<file path="src/rtl/alu_result_accumulator_if.sv">
// Command handshake and ALU-side bus for alu_result_accumulator.
// slave = accumulator side, master = command source plus the combinational ALU.
interface alu_result_accumulator_if #(
  parameter int WIDTH     = 16,
  parameter int RES_WIDTH = 32
);
  // cmd_valid/cmd_ready: a command transfers on a rising edge where both are high;
  // the source holds cmd_op/cmd_data stable while cmd_valid is high and not yet accepted.
  logic                 cmd_valid;
  logic                 cmd_ready;
  logic [3:0]           cmd_op;
  logic [WIDTH-1:0]     cmd_data;
  logic [WIDTH-1:0]     alu_input1;
  logic [WIDTH-1:0]     alu_input2;
  logic [3:0]           alu_op_code;
  logic [RES_WIDTH-1:0] alu_output1;
  logic [1:0]           alu_err_code;
  logic [RES_WIDTH-1:0] acc;
  logic [3:0]           err_sticky;
  logic                 done;

  modport slave (
    input  cmd_valid, cmd_op, cmd_data, alu_output1, alu_err_code,
    output cmd_ready, alu_input1, alu_input2, alu_op_code, acc, err_sticky, done
  );

  modport master (
    output cmd_valid, cmd_op, cmd_data, alu_output1, alu_err_code,
    input  cmd_ready, alu_input1, alu_input2, alu_op_code, acc, err_sticky, done
  );
endinterface

</file>
<file path="src/rtl/alu_result_accumulator.sv">
// Command/accumulator stage around a combinational ALU: drive operands, wait, capture.
// Optional ACC_LOCK_ON_ERR_EN: after any sticky error, only CLEAR executes.
module alu_result_accumulator #(
  parameter int WIDTH         = 16,
  parameter int RES_WIDTH     = 32,
  parameter int SETTLE_CYCLES = 2
) (
  input  logic                     clk,
  input  logic                     rst,
  alu_result_accumulator_if.slave  bus,
  output logic [1:0]               state_dbg
);

  localparam int CNT_W = (SETTLE_CYCLES > 1) ? $clog2(SETTLE_CYCLES) : 1;
  localparam logic [3:0] OP_CLEAR = 4'd8;
  localparam logic [3:0] OP_LOAD  = 4'd9;

  typedef enum logic [1:0] {IDLE = 2'd0, SETTLE = 2'd1, CAPTURE = 2'd2} state_t;

  state_t               state;
  logic [CNT_W-1:0]     cnt;
  logic [RES_WIDTH-1:0] acc_q;
  logic [3:0]           err_q;
  logic                 done_q;
  logic [WIDTH-1:0]     in1_q;
  logic [WIDTH-1:0]     in2_q;
  logic [3:0]           op_q;

  logic is_alu_op;
  logic is_clear;
  logic is_load;
  logic acc_trunc;
  logic lock_hit;

  assign is_alu_op = (bus.cmd_op <= 4'd4);
  assign is_clear  = (bus.cmd_op == OP_CLEAR);
  assign is_load   = (bus.cmd_op == OP_LOAD);
  // acc fits in a signed WIDTH operand only if all bits from WIDTH-1 upward agree
  assign acc_trunc = ~((&acc_q[RES_WIDTH-1:WIDTH-1]) | ~(|acc_q[RES_WIDTH-1:WIDTH-1]));

`ifdef ACC_LOCK_ON_ERR_EN
  assign lock_hit = (err_q != 4'd0) && !is_clear;
`else
  assign lock_hit = 1'b0;
`endif

  always_ff @(posedge clk or posedge rst) begin
    if (rst) begin
      state  <= IDLE;
      cnt    <= '0;
      acc_q  <= '0;
      err_q  <= '0;
      done_q <= 1'b0;
      in1_q  <= '0;
      in2_q  <= '0;
      op_q   <= '0;
    end else begin
      done_q <= 1'b0;
      case (state)
        IDLE: begin
          if (bus.cmd_valid) begin
            if (lock_hit) begin
              done_q <= 1'b1;
            end else if (is_clear) begin
              acc_q  <= '0;
              err_q  <= '0;
              done_q <= 1'b1;
            end else if (is_load) begin
              acc_q  <= {{(RES_WIDTH-WIDTH){bus.cmd_data[WIDTH-1]}}, bus.cmd_data};
              done_q <= 1'b1;
            end else if (is_alu_op) begin
              in1_q <= acc_q[WIDTH-1:0];
              in2_q <= bus.cmd_data;
              op_q  <= bus.cmd_op;
              cnt   <= CNT_W'(SETTLE_CYCLES - 1);
              if (acc_trunc) err_q[2] <= 1'b1;
              state <= (SETTLE_CYCLES == 1) ? CAPTURE : SETTLE;
            end else begin
              err_q[3] <= 1'b1;
              done_q   <= 1'b1;
            end
          end
        end
        SETTLE: begin
          cnt <= cnt - 1'b1;
          if (cnt == CNT_W'(1)) state <= CAPTURE;
        end
        CAPTURE: begin
          if (bus.alu_err_code != 2'b00) err_q[1:0] <= err_q[1:0] | bus.alu_err_code;
          else                           acc_q      <= bus.alu_output1;
          done_q <= 1'b1;
          state  <= IDLE;
        end
        default: state <= IDLE;
      endcase
    end
  end

  assign bus.cmd_ready   = (state == IDLE);
  assign bus.alu_input1  = in1_q;
  assign bus.alu_input2  = in2_q;
  assign bus.alu_op_code = op_q;
  assign bus.acc         = acc_q;
  assign bus.err_sticky  = err_q;
  assign bus.done        = done_q;
  assign state_dbg       = state;

endmodule

</file>
<file path="src/flat_wrapper.sv">
// flat-port wrapper written by rule: the top's interface ports become plain ports
module alu_result_accumulator_flat 
#(
  parameter int WIDTH         = 16,
  parameter int RES_WIDTH     = 32,
  parameter int SETTLE_CYCLES = 2
)
  (clk, rst, state_dbg, bus_cmd_valid, bus_cmd_op, bus_cmd_data, bus_alu_output1, bus_alu_err_code, bus_cmd_ready, bus_alu_input1, bus_alu_input2, bus_alu_op_code, bus_acc, bus_err_sticky, bus_done);
  alu_result_accumulator_if #(.WIDTH(WIDTH), .RES_WIDTH(RES_WIDTH)) bus_i ();
  input  logic clk;
  input  logic rst;
  output logic [1:0] state_dbg;
  input wire logic [$bits(bus_i.cmd_valid)-1:0] bus_cmd_valid;
  input wire logic [$bits(bus_i.cmd_op)-1:0] bus_cmd_op;
  input wire logic [$bits(bus_i.cmd_data)-1:0] bus_cmd_data;
  input wire logic [$bits(bus_i.alu_output1)-1:0] bus_alu_output1;
  input wire logic [$bits(bus_i.alu_err_code)-1:0] bus_alu_err_code;
  output wire logic [$bits(bus_i.cmd_ready)-1:0] bus_cmd_ready;
  output wire logic [$bits(bus_i.alu_input1)-1:0] bus_alu_input1;
  output wire logic [$bits(bus_i.alu_input2)-1:0] bus_alu_input2;
  output wire logic [$bits(bus_i.alu_op_code)-1:0] bus_alu_op_code;
  output wire logic [$bits(bus_i.acc)-1:0] bus_acc;
  output wire logic [$bits(bus_i.err_sticky)-1:0] bus_err_sticky;
  output wire logic [$bits(bus_i.done)-1:0] bus_done;
  assign bus_i.cmd_valid = bus_cmd_valid;
  assign bus_i.cmd_op = bus_cmd_op;
  assign bus_i.cmd_data = bus_cmd_data;
  assign bus_i.alu_output1 = bus_alu_output1;
  assign bus_i.alu_err_code = bus_alu_err_code;
  assign bus_cmd_ready = bus_i.cmd_ready;
  assign bus_alu_input1 = bus_i.alu_input1;
  assign bus_alu_input2 = bus_i.alu_input2;
  assign bus_alu_op_code = bus_i.alu_op_code;
  assign bus_acc = bus_i.acc;
  assign bus_err_sticky = bus_i.err_sticky;
  assign bus_done = bus_i.done;
  alu_result_accumulator #(.WIDTH(WIDTH), .RES_WIDTH(RES_WIDTH), .SETTLE_CYCLES(SETTLE_CYCLES)) u_core (.clk(clk), .rst(rst), .bus(bus_i), .state_dbg(state_dbg));
endmodule
</file>
<file path="config.mk">
export PLATFORM = sky130hd
export DESIGN_NAME = alu_result_accumulator_flat
export DESIGN_NICKNAME = d
export VERILOG_FILES = /design/src/rtl/alu_result_accumulator_if.sv /design/src/rtl/alu_result_accumulator.sv /design/src/flat_wrapper.sv
export SDC_FILE = /design/constraint.sdc
export NUM_CORES = 1
export LEC_CHECK = 0
export CAP_MARGIN = 30
export CORE_AREA = 8 8 100 102
export CTS_BUF_LIST = sky130_fd_sc_hd__clkbuf_4
export DETAILED_ROUTE_END_ITERATION = 10
export DIE_AREA = 0 0 108 110
export PLACE_DENSITY_LB_ADDON = 0.15
export SYNTH_ARGS = -nofsm -noshare
export SYNTH_HDL_FRONTEND = slang
export SYNTH_SLANG_ARGS = --single-unit
</file>
<file path="constraint.sdc">
create_clock -name clk -period 2.5 [get_ports clk]
set_input_delay 0.625 -clock clk [delete_from_list [all_inputs] [get_ports clk]]
set_output_delay 0.625 -clock clk [all_outputs]
set_load 0.02 [all_outputs]
</file>
* Word level (Yosys, flattened, before mapping)
Index checks and enable logic that the tools add are counted.
** Storage, ports and cells
- Register bits :: 76
- Bits in latches :: 0
- RAM bits :: 0
- Memory bits (read-only) :: 0
- Word-level logic and storage cells :: 77
- Memories kept :: 0
** Cells by class
- Add/sub/neg operators :: 1
- $mul :: 0
- Div/mod/pow operators :: 0
- $lt $le $gt $ge :: 1
- Equality and inequality tests :: 16
- Shifts and indexed selects :: 0
- Mux-type cells :: 30
- Bitwise logic cells :: 5
- Reductions and logical operators :: 14
** Operators with widths (count)
- $mux W32 :: 4
- $pmux W32 S2 :: 1
- $mux W2 :: 10
- $reduce_and A5 Y1 :: 4
- $reduce_and A17 Y1 :: 1
- $reduce_or A17 Y1 :: 1
- $ne A2 B1 Y1 const B :: 6
- $reduce_and A4 Y1 :: 3
- $mux W1 :: 11
- $ne A2 B2 Y1 const B :: 5
- $eq A4 B4 Y1 const B :: 2
- $pmux W2 S2 :: 2
- $reduce_bool A2 Y1 :: 4
- $le A4 B3 Y1 const B :: 1
- $pmux W1 S2 :: 2
- $ne A3 B1 Y1 const B :: 1
- $not A1 Y1 :: 3
- $eq A2 B1 Y1 const B :: 1
- $eq A2 B2 Y1 const B :: 1
- $logic_not A2 Y1 :: 1
- $or A2 B2 Y2 :: 1
- $or A1 B1 Y1 :: 1
- $sub A1 B1 Y1 const B :: 1

* Depth between registers and ports, before layout
- Word-level depth :: 7
- Depth in mapped cells :: 8
- Gate-level depth less buffers :: 4

* Worst setup path after synthesis
OpenSTA, ideal clock, no wires.
- Path kind :: reg2reg
- From :: register u_core.state[1], in the netlist u_core.state_dbg[1]
- To :: register u_core.in1_q[0], in the netlist u_core.bus.alu_input1[0]
- Library setup time :: 0.125 ns
- Arrival :: 1.671 ns
- Data required time :: 2.375 ns
- Setup slack :: 0.704 ns
- Stages on the path, launching flop included :: 7
- Clock period less this slack :: 1.796 ns
- Cells stage by stage :: dfrtp_1 > buf_6 > nor3b_4 > nand2_4 > nor2_8 > buf_12 > mux2_4
** Between the ends
- Word-level cells in the longest chain between the ends :: 2
** Ends and longest elaborated chain
- from (decl) :: line alu_result_accumulator.sv:20 : state_t state;
- from (signal assigned) :: line alu_result_accumulator.sv:77 : state <= (SETTLE_CYCLES == 1) ? CAPTURE : SETTLE;
- $logic_not A2 Y1 :: line alu_result_accumulator.sv:59 : case (state)
- $reduce_and A5 Y1 (no source line)
- to (signal assigned) :: line alu_result_accumulator.sv:72 : in1_q <= acc_q[WIDTH-1:0];
- to (decl) :: line alu_result_accumulator.sv:25 : logic [WIDTH-1:0] in1_q;
Every way passes these cells.
A chain may end at the register's enable or synchronous reset.

* Worst setup path in the final report
- From :: register u_core.state[1], in the netlist u_core.state_dbg[1]
- To :: output bus_cmd_ready
** Between the ends
- Word-level cells in the longest chain between the ends :: 1
** Ends and longest elaborated chain
- $logic_not A2 Y1 :: line alu_result_accumulator.sv:99 : assign bus.cmd_ready = (state == IDLE);
- to (decl) :: line flat_wrapper.sv:18 : output wire logic [$bits(bus_i.cmd_ready)-1:0] bus_cmd_ready;
Every way passes these cells.

==> reports/qor.yml <==
synthesis:
  synth.cell_area_mm2: 0.00338
  synth_fp_nets: 334
  ys_types: 36
  syn-instance-count: 277
  ys_top_cells_by_area: "dfrtp_1 56%, mux2_4 13%, nor2_1 4.4%, a21oi_1 3.6%, a22oi_1 3.3%"
  avgSynthCellArea_um2: 12.2
  async_reset_ff_share_pct: 100
  synth_seq_cells: 76
  synth_edf_count: 0
  ys_seq_area_share_pct: 56.3
  ys.flop_type: "dfrtp_1"
  yosysWarnings: 0
  synth_top_cell_by_area: "dfrtp_1"
  synth_top_area_share_pct: 56.3
sta:
  tightest_slew_ns: 0.455
  setup_viol: 0
  finalCritPeriodShare_pct: 91.9
  fin_worst_skew_ns: 0.0178
  slew_headroom_pct: 69.6
  clock.fmax_mhz: 435
  worst_slack_ns: 0.202
  fin_hold_ws_ns: 0.510
  drv_slew: 0
  finalSetupTns_ns: 0
  fin_crit_ns: 2.30
  rsz0062_at_grt: "no"
  finalHoldViolations: 0
final_layout:
  fin_util_pct: 59.1
  layout-drive-gt1-share_pct: 16.9
  final_cell_mix: "132 x clkdlybuf4s50_1, 76 x dfrtp_1, 40 x nor2_1, 29 x mux2_4, 24 x a21oi_1"
  nNetsFinal: 473
  fin_area_mm2: 0.00501
  areaGrowthSynthToFinish_pct: 48.2
  n_antenna_cell: 0
  layout_commonest_cell: "clkdlybuf4s50_1"
grt:
  track_usage_pct: 15.4
  grt_first_pass_wirelength_mm: 14.3
  gr-total-overflow: 0
  grt_pass1_vias: 2788
  grt_max_degree: 41
  antenna_found_initial: 0
clock_network:
  post_cts_buffers: 0
  clockBufferDepth: 2
  cts_hold_buf: 0
  cts_resized: 0
  path_clk_slew_ns: 0.11
  cts_sinks: 76
  tritoncts: "built"
  numCtsBuffers: 9
  cts-root-buf: "clkbuf_4"
  clock_latency_ns: 0.42
  htreeDepth: 3
detailed_routing:
  drtPass1Iterations: 4
  avgRoutedWirePerCell_um: 17.4
  drt_iter0_drc: 92
  drc: 0
  drt-vias-per-instance: 5.03
  dr_total_vias: 2661
  ant_nets: 0
  wirelength_mm: 9.21
critical_path:
  critPathLaunchType: "register"
  crit_arrival_ns: 1.67
  crit_type: "reg -> out"
  crit_fanout: 9
  critPathRequiredTime_ns: 1.88
  end_kind: "primary output"
place:
  dp_slack_ns: 0.00250
  place_hpwl_mm: 6.90
  port_buffers: 132
  routabilityCongestion: 0.795
  placed_cell_area_mm2: 0.00485
power:
  p_switching_w: 0.00225
  leakage_nw: 2.06
  peakVddDrop_mv: 0.504
  p_sw_share_pct: 37.4
  intPower_w: 0.00376
  pwr-share-comb_pct: 49.7
  clockPowerShare_pct: 13.6
  powerDensity_mw_per_mm2: 1200
  power_frac_seq_pct: 36.7
run:
  drv_cap: 0
floorplanning:
  start_util_pct: 39.9
  die_x_um: 108
  core_mm2: 0.00847
  die_y_um: 110
  io_pins: 133
  dieArea_mm2: 0.0119
  rows: 34
min_path:
  hp-class: "reg -> reg"
run_status:
  outcome: "completed"
-- cell usage after synthesis, drive strengths merged (2+ instances only) --
master / n
nor3: 2
dfrtp: 76
a22oi: 15
nor2b: 2
nor4: 6
nand2: 20
nand4: 2
clkbuf: 3
nor2: 42
inv: 2
mux2: 35
nand3: 3
a31oi: 17
buf: 15
a21oi: 24
nor3b: 2
-- layout make-up --
class                   instances  area, µm²
inverters                       2       11.3
multi-input cells             181       1320
clock inverters                 6       78.8
fillers                       734       3460
well taps                     108        135
flip-flops and latches         76       1900
clock buffers                  10       75.1
repair buffers                146       1490
-- metrics by stage --
stage,instances,power [W]
4_1_cts,529,0.00609
3_5_place_dp,513,0.00525
5_1_grt,529,0.00637
2_1_floorplan,277,0.00374
3_3_place_gp,513,0.00519
6_report,529,0.00600
-- power groups by stage --
stage          sequential, W  combinational, W  clock, W
2_1_floorplan        0.00283          0.000914         0
3_3_place_gp         0.00222           0.00298         0
3_5_place_dp         0.00223           0.00302         0
4_1_cts              0.00222           0.00303  0.000847
5_1_grt              0.00229           0.00317  0.000906
6_report             0.00220           0.00298  0.000816
-- state kept, by name, summed over array words and instances, names as in the netlist --
signal                  count
u_core.bus.acc             32
u_core.bus.alu_input1      16
u_core.bus.alu_input2      16
u_core.bus.alu_op_code      4
u_core.bus.err_sticky       4
u_core.state_dbg            2
u_core.bus.done             1
u_core.cnt                  1
-- worst paths after layout --
| path | from | slack [ns] | depth (start not counted) | to |
|---|---|---|---|---|
| max | u_core.state_dbg[1] | 0.20 | 2 | bus_cmd_ready |
| min in group asynchronous | rst | 0.53 | 2 | u_core.bus.done |
| min reg2reg | u_core.cnt | 0.51 | 1 | u_core.state_dbg[0] |
| max in group asynchronous | rst | 1.43 | 3 | u_core.bus.acc[25] |
| max reg2reg | u_core.state_dbg[1] | 0.68 | 4 | u_core.bus.acc[25] |
| min | u_core.cnt | 0.51 | 1 | u_core.state_dbg[0] |
-- worst max-delay path: stages (launching register included) --
cell and delay (ns):
dfrtp_1 0.51, nor2_1 0.15, clkdlybuf4s50_1 0.61
-- layer usage --
layer,routed length [µm],global-route usage (%),vias to the layer above
met5,0,0,-
met4,146,5.75,0
met3,705,5.81,14
met2,4440,24.1,85
met1,3920,18.9,1292
li1,-,-,1270
-- cell families after synthesis --
| logic type | count (synthesis) | share of synthesized area (%) |
|---|---|---|
| AO/OA/AOI/OAI | 61 | 11.1 |
| buffers and inverters | 20 | 4.89 |
| AND/OR/NAND/NOR | 85 | 12.8 |
| flip-flops | 76 | 56.3 |
| multiplexers | 35 | 14.9 |
No activity file was read; power rests on OpenSTA's default activity.
